**src/rtl/upc_display_sequencer.sv**
```systemverilog
// Sequencer that feeds the UPC seven-segment decoder. It supports manual latching
// and auto cycling, and never lets an undefined code (010, 111) reach the output.
module upc_display_sequencer #(
    parameter int TICK_CYCLES = 50000000,
    parameter int TICK_W      = 26
) (
    input  logic       clk,
    input  logic       reset,
    input  logic       mode_auto,
    input  logic [2:0] sw_upc,
    input  logic       load,
    input  logic       pause,
    output logic [2:0] upc_out,
    output logic       blank,
    output logic       err,
    output logic [3:0] item_count
);

    typedef enum logic [1:0] {IDLE, MANUAL, AUTO} state_t;

    localparam logic [TICK_W-1:0] TICK_LAST = TICK_W'(TICK_CYCLES - 1);

    state_t            state, state_nx;
    logic [TICK_W-1:0] timer, timer_nx;
    logic [2:0]        upc_nx;
    logic              blank_nx, err_nx;
    logic [3:0]        count_nx, count_inc;

    function automatic logic is_defined(input logic [2:0] code);
        return (code != 3'b010) && (code != 3'b111);
    endfunction

    // Auto order skips the two undefined codes; anything unexpected restarts at 000.
    function automatic logic [2:0] next_code(input logic [2:0] code);
        case (code)
            3'b000:  return 3'b001;
            3'b001:  return 3'b011;
            3'b011:  return 3'b100;
            3'b100:  return 3'b101;
            3'b101:  return 3'b110;
            default: return 3'b000;
        endcase
    endfunction

    assign count_inc = (item_count == 4'd15) ? item_count : item_count + 4'd1;

    always_ff @(posedge clk) begin
        if (reset) begin
            state      <= IDLE;
            timer      <= '0;
            upc_out    <= 3'b000;
            blank      <= 1'b1;
            err        <= 1'b0;
            item_count <= 4'd0;
        end else begin
            state      <= state_nx;
            timer      <= timer_nx;
            upc_out    <= upc_nx;
            blank      <= blank_nx;
            err        <= err_nx;
            item_count <= count_nx;
        end
    end

    always_comb begin
        state_nx = state;
        timer_nx = timer;
        upc_nx   = upc_out;
        blank_nx = blank;
        err_nx   = 1'b0;
        count_nx = item_count;
        case (state)
            IDLE: begin
                if (mode_auto) begin
                    state_nx = AUTO;
                    upc_nx   = 3'b000;
                    blank_nx = 1'b0;
                    timer_nx = '0;
                end else if (load) begin
                    if (is_defined(sw_upc)) begin
                        state_nx = MANUAL;
                        upc_nx   = sw_upc;
                        blank_nx = 1'b0;
                        count_nx = count_inc;
                    end else begin
                        err_nx = 1'b1;
                    end
                end
            end
            MANUAL: begin
                // Mode change wins; a load in the same cycle is dropped silently.
                if (mode_auto) begin
                    state_nx = AUTO;
                    timer_nx = '0;
                end else if (load) begin
                    if (is_defined(sw_upc)) begin
                        upc_nx   = sw_upc;
                        count_nx = count_inc;
                    end else begin
                        err_nx = 1'b1;
                    end
                end
            end
            AUTO: begin
                if (!mode_auto) begin
                    state_nx = MANUAL;
                    timer_nx = '0;
                end else if (!pause) begin
                    if (timer == TICK_LAST) begin
                        timer_nx = '0;
                        upc_nx   = next_code(upc_out);
                    end else begin
                        timer_nx = timer + TICK_W'(1);
                    end
                end
            end
            default: begin
                state_nx = IDLE;
                timer_nx = '0;
                upc_nx   = 3'b000;
                blank_nx = 1'b1;
            end
        endcase
    end

endmodule

```
**config.mk**
```make
export PLATFORM = sky130hd
export DESIGN_NAME = upc_display_sequencer
export DESIGN_NICKNAME = d
export VERILOG_FILES = /design/src/rtl/upc_display_sequencer.sv
export SDC_FILE = /design/constraint.sdc
export NUM_CORES = 1
export LEC_CHECK = 0
export CORE_ASPECT_RATIO = 1.25
export CORE_MARGIN = 2
export CORE_UTILIZATION = 35
export DETAILED_ROUTE_END_ITERATION = 7
export PLACE_DENSITY = 0.6
export SYNTH_ARGS = -nofsm -noshare
export SYNTH_HDL_FRONTEND = slang
export SYNTH_SLANG_ARGS = --single-unit
export TNS_END_PERCENT = 1
```
**constraint.sdc**
```tcl
create_clock -name clk -period 2.8 [get_ports clk]
set_input_delay 0.42 -clock clk [delete_from_list [all_inputs] [get_ports clk]]
set_output_delay 0.42 -clock clk [all_outputs]
set_load 0.01 [all_outputs]
```
Word level (Yosys, flattened, before mapping)
Index checks and enable logic that the tools add are counted.

Register bits after elaboration: 37. Output and inout bits: 9. Word-level logic and storage cells: 69.

$add $sub $neg: 2. Eq/ne operators: 20. Muxes and demuxes: 25. Bitwise operators: 5. Reductions and logical operators: 11.

Operators with widths (count): $mux 26 (4); $pmux 26 s2 (1); $add 26x1->26 const B (1); $eq 26x26->1 const B (1); $mux 3 (7); $pmux 3 s5 (1); $ne 2x2->1 const B (6); $ne 3x3->1 const B (4); $mux 2 (5); $pmux 3 s3 (1); $reduce_and 4->1 (2); $eq 3x3->1 const B (2); $pmux 2 s3 (1); $not 1->1 (5); $reduce_and 5->1 (1); $add 4x1->4 const B (1); $eq 4x4->1 const B (1); $mux 1 (4); $reduce_or 2->1 (2); $reduce_or 4->1 (1); $eq 3x1->1 const B (1); $eq 3x2->1 const B (1); $logic_not 3->1 (1); $ne 3x2->1 const B (1); 8 further kinds (8).

Depth between registers and ports, before layout
Depth after elaboration: 6. Depth in mapped cells: 9. Depth with buffers taken out: 7.

Worst setup path before layout
No wires, ideal clock.

Kind: register -> register. Start point: register state[1]. End point: register timer[14]. Setup time: 0.116 ns. Arrival: 1.952 ns. Slack: 0.733 ns. Stages on the path, launching flop included: 10. Period minus slack after synthesis: 2.067 ns. Cell sequence: dfxtp_1 -> inv_1 -> ha_1 -> buf_4 -> nor3_1 -> o2111ai_4 -> buf_6 -> nor4_1 -> xnor2_1 -> nor2_2.

Longest elaborated chain between the ends: 4. Elaborated cells on any way between the ends: 8. Classes of those cells: 4 x eq/ne; 1 x mux; 3 x reduce/logical.

Ends and longest elaborated chain: from (decl) (line 23) `state_t state, state_nx;`; from (signal assigned) (line 56) `state <= state_nx;`; $eq 2x1->1 or $logic_not 2->1 (tied branches) (line 72) `case (state)`; $reduce_or 2->1 (no line); $ne 2x1->1 (no line); $reduce_and 2->1 (no line); to (signal assigned) (line 57) `timer <= timer_nx;`; to (decl) (line 24) `logic [TICK_W-1:0] timer, timer_nx;`.

Parallel ways exist; a longest one is shown, timed or not. A chain may end at the register's enable or synchronous reset.

Worst setup path after layout
Start point: register state[0]. End point: register timer[19].

Same word-level chain as after synthesis.

==> run_results.csv <==
group,metric,value,unit
status,outcome,"completed",
setup_path,worst_setup_path_end_kind,"register",
timing,grt_setup_unrepaired,"no",
place,gp_congestion,0.802,
route,postRouteAntennaNets,0,
synth,synth-async-reset-ratio,0,%
cts,htreeDepth,2,
synth,mappedNetlistArea,2080,um2
floorplan,die_area,6580,um2
route,wl_per_cell,13.4,um
route,routed_wl,4.32,mm
timing,finalHoldViolCount,0,
timing,max-slew-margin-rel,58.3,%
power_and_ir_drop,final_total_pwr,1.32,mW
cts,clkSlewWorstSetupHoldPaths,0.07,ns
floorplan,horizontal_die_dimension,73.0,um
global_routing,first_global_vias,1654,
place,io_buffers,16,
timing,worst_slew_pin_slew,0.626,ns
timing,finalSetupViolCount,0,
cts,worstSkewPairLatency,0.28,ns
cts,cts-root-to-sink-buffers,2,
setup_path,worst_setup_path_startpoint,"state[0]$_SDFFE_PP0P_",
timing,final.setup.tns,0,ns
route,post_drt_via_cell_ratio,5.45,
setup_path,rrSetupSlack,0.50,ns
cts,number_of_buffers_inserted_by_hold_repair_at_cts,0,
cts,cts_setup_buffers,0,
floorplan,pin_count,17,
synth,distinct_cell_type_count_after_synthesis,52,
layout,area_growth_synth_to_finish,15.5,%
hold_path,worst_hold_startpoint,"blank$_SDFFE_PP1P_",
setup_path,crit-reg2reg-capture,"timer[19]$_SDFFE_PP0P_",
setup_path,r2r-start,"state[0]$_SDFFE_PP0P_",
setup_path,worst-endpoint-required,2.98,ns
floorplan,die_height,90.2,um
place,detailed_place_hpwl,3.13,mm
cts,cts_sinks,37,
timing,period_share,82.2,%
cts,cts_repair_resize_count,0,
layout,post_route_cells_drive_above_1_share,10.5,%
setup_path,worst_setup_path_start_kind,"register",
floorplan,initial_core_util,36.0,%
layout,fin_nets,271,
floorplan,floorplan.rows,31,
global_routing,antenna_found_initial,0,
synth,syn_nets,250,
power_and_ir_drop,vdd.ir_drop.worst,0.000286,V
route,first_iter_violations,94,
global_routing,gr-usage-all-layers,14.1,%
setup_path,timing.setup.critical_path_class,"reg -> reg",
timing,achievable-frequency,435,MHz
synth,syn_inst,236,
timing,slew_violations,0,
setup_path,worst-r2r-cell-count,7,
flow_run,drv.max_cap_violation_count,0,
layout,antenna_cells,0,
cts,cts_inserted_buffers,5,
global_routing,grt_start_max_net_pins,18,
floorplan,design.core.area,5780,um2
synth,synth_enable_flop_cells,0,
layout,finalNonFillerCells,323,
route,dr_total_vias,1761,
synth,postSynthAreaPerCell,8.82,um2
setup_path,critPathCapture,"timer[19]$_SDFFE_PP0P_",
cts,tritoncts,"done",
power_and_ir_drop,cellLeakagePower,0.804,nW
cts,cts.root.buffer_cell,"clkbuf_8",
global_routing,global_route_wire_length_before_repair,7.47,mm
hold_path,min_path_cells,1,
power_and_ir_drop,power_density_cells,551,nW/um2
timing,fin_skew,0.00708,ns
synth,synth.yosys.seq_area_share,35.6,%
synth,yosys_register_bits,37,
hold_path,holdCritPathClass,"reg -> reg",
global_routing,overflow,0,
setup_path,crit_path_max_fanout,17,
route,remaining_drc_errors,0,
timing,min_period,2.30,ns
synth,synthFlopType,"dfxtp_1",
route,first_pass_drt_iterations,4,
layout,layout.filler_cells,595,
synth,ys_warn_count,0,
place,dpl.cell_count,316,
setup_path,cp.arrival,2.48,ns
state kept, by name (all words and copies together) (netlist names):
signal / count
state: 2
item_count: 4
timer: 26
upc_out: 3
blank: 1
err: 1
where the power goes:
group / leakage, nW / switching, mW / internal (mW)
logic: 0.460 / 0.187 / 0.166
registers: 0.300 / 0.0379 / 0.560
clock network: 0.0443 / 0.179 / 0.195
final cells by class:
cell class | instances | area, um2 | share of cell area [%]
Multi-Input combinational cell | 181 | 1250 | 52.0
Sequential cell | 37 | 741 | 30.8
Timing Repair Buffer | 22 | 205 | 8.54
Clock buffer | 7 | 86.3 | 3.59
Tap cell | 66 | 82.6 | 3.44
Inverter | 10 | 37.5 | 1.56
worst max-delay path, stage by stage, from the launching register on:
cell       delay, ns
dfxtp_1         0.40
inv_1           0.13
ha_1            0.32
a21boi_0        0.34
o2111ai_4       0.35
nor4_1          0.44
xnor2_1         0.17
nor2_1          0.05
synth_stat cells (all sizes together), types with 2 or more instances:
| master | number | area (um2) |
|---|---|---|
| xor2 | 7 | 61.3 |
| o21ai | 5 | 25.0 |
| nor2b | 2 | 12.5 |
| buf | 6 | 45.0 |
| ha | 6 | 75.1 |
| nand2 | 15 | 58.8 |
| o31ai | 2 | 28.8 |
| nand2b | 4 | 25.0 |
| nor2 | 37 | 146 |
| xnor2 | 20 | 175 |
| dfxtp | 37 | 741 |
| nor4 | 11 | 118 |
| nand4 | 8 | 65.1 |
| a211oi | 3 | 22.5 |
| or3 | 2 | 12.5 |
| nand3 | 13 | 70.1 |
| a21o | 3 | 22.5 |
| nor3 | 7 | 35.0 |
| inv | 10 | 37.5 |
| a21oi | 7 | 35.0 |
| nor4b | 2 | 17.5 |
| a32oi | 2 | 17.5 |
| mux2i | 3 | 30.0 |
| clkbuf | 2 | 7.51 |
| and4 | 3 | 26.3 |
| nor3b | 2 | 15.0 |
cell families (layout without fill, tap and decap cells):
logic type	count (synthesis)	count (layout)	synth area share, %
and+or+nand+nor	111	111	30.8
buffers and inverters	18	39	4.33
muxes	3	3	1.44
adders and majority gates	6	6	3.61
DFF	37	37	35.6
AOI/OAI and AO/OA	34	34	12.9
xor gates and xnor gates	27	27	11.4
layout by cell type, fill, tap and decap left out, types with 7 or more instances in the layout:
master,netlist,layout
a21oi_1,7,7
nor2_1,34,34
inv_1,10,10
nand4_1,7,7
nor3_1,7,7
nand2_1,14,14
xor2_1,7,7
clkdlybuf4s50_1,0,16
dfxtp_1,37,37
xnor2_1,20,20
nand3_1,12,12
per-layer routing:
metal | global-route usage [%] | vias up | share of wire (%)
li1 | - | 881 | -
met1 | 17.4 | 834 | 46
met2 | 24.0 | 40 | 48
met3 | 3.03 | 6 | 4.4
met4 | 4.17 | 0 | 1.1
met5 | 0 | - | 0
worst min-delay path by stage:
stage | end | slack [ns]
final | blank$_SDFFE_PP1P_ | 0.50
after global routing | blank$_SDFFE_PP1P_ | 0.53
after CTS | blank$_SDFFE_PP1P_ | 0.50
after detailed placement | blank$_SDFFE_PP1P_ | 0.48
after global placement | blank$_SDFFE_PP1P_ | 0.48
after floorplan | timer[6]$_SDFFE_PP0P_ | 0.47
per-stage QoR:
stage	area [um2]	util (%)	setup slack [ns]	hold WS, ns
after floorplan	2080	-	0.733	0.469
after global placement	2320	40.1	0.403	0.483
after detailed placement	2320	40.1	0.367	0.481
after CTS	2400	41.6	0.484	0.495
after global routing	2400	41.6	0.201	0.526
final	2400	41.6	0.500	0.497
No activity file was read; power rests on OpenSTA's default activity.
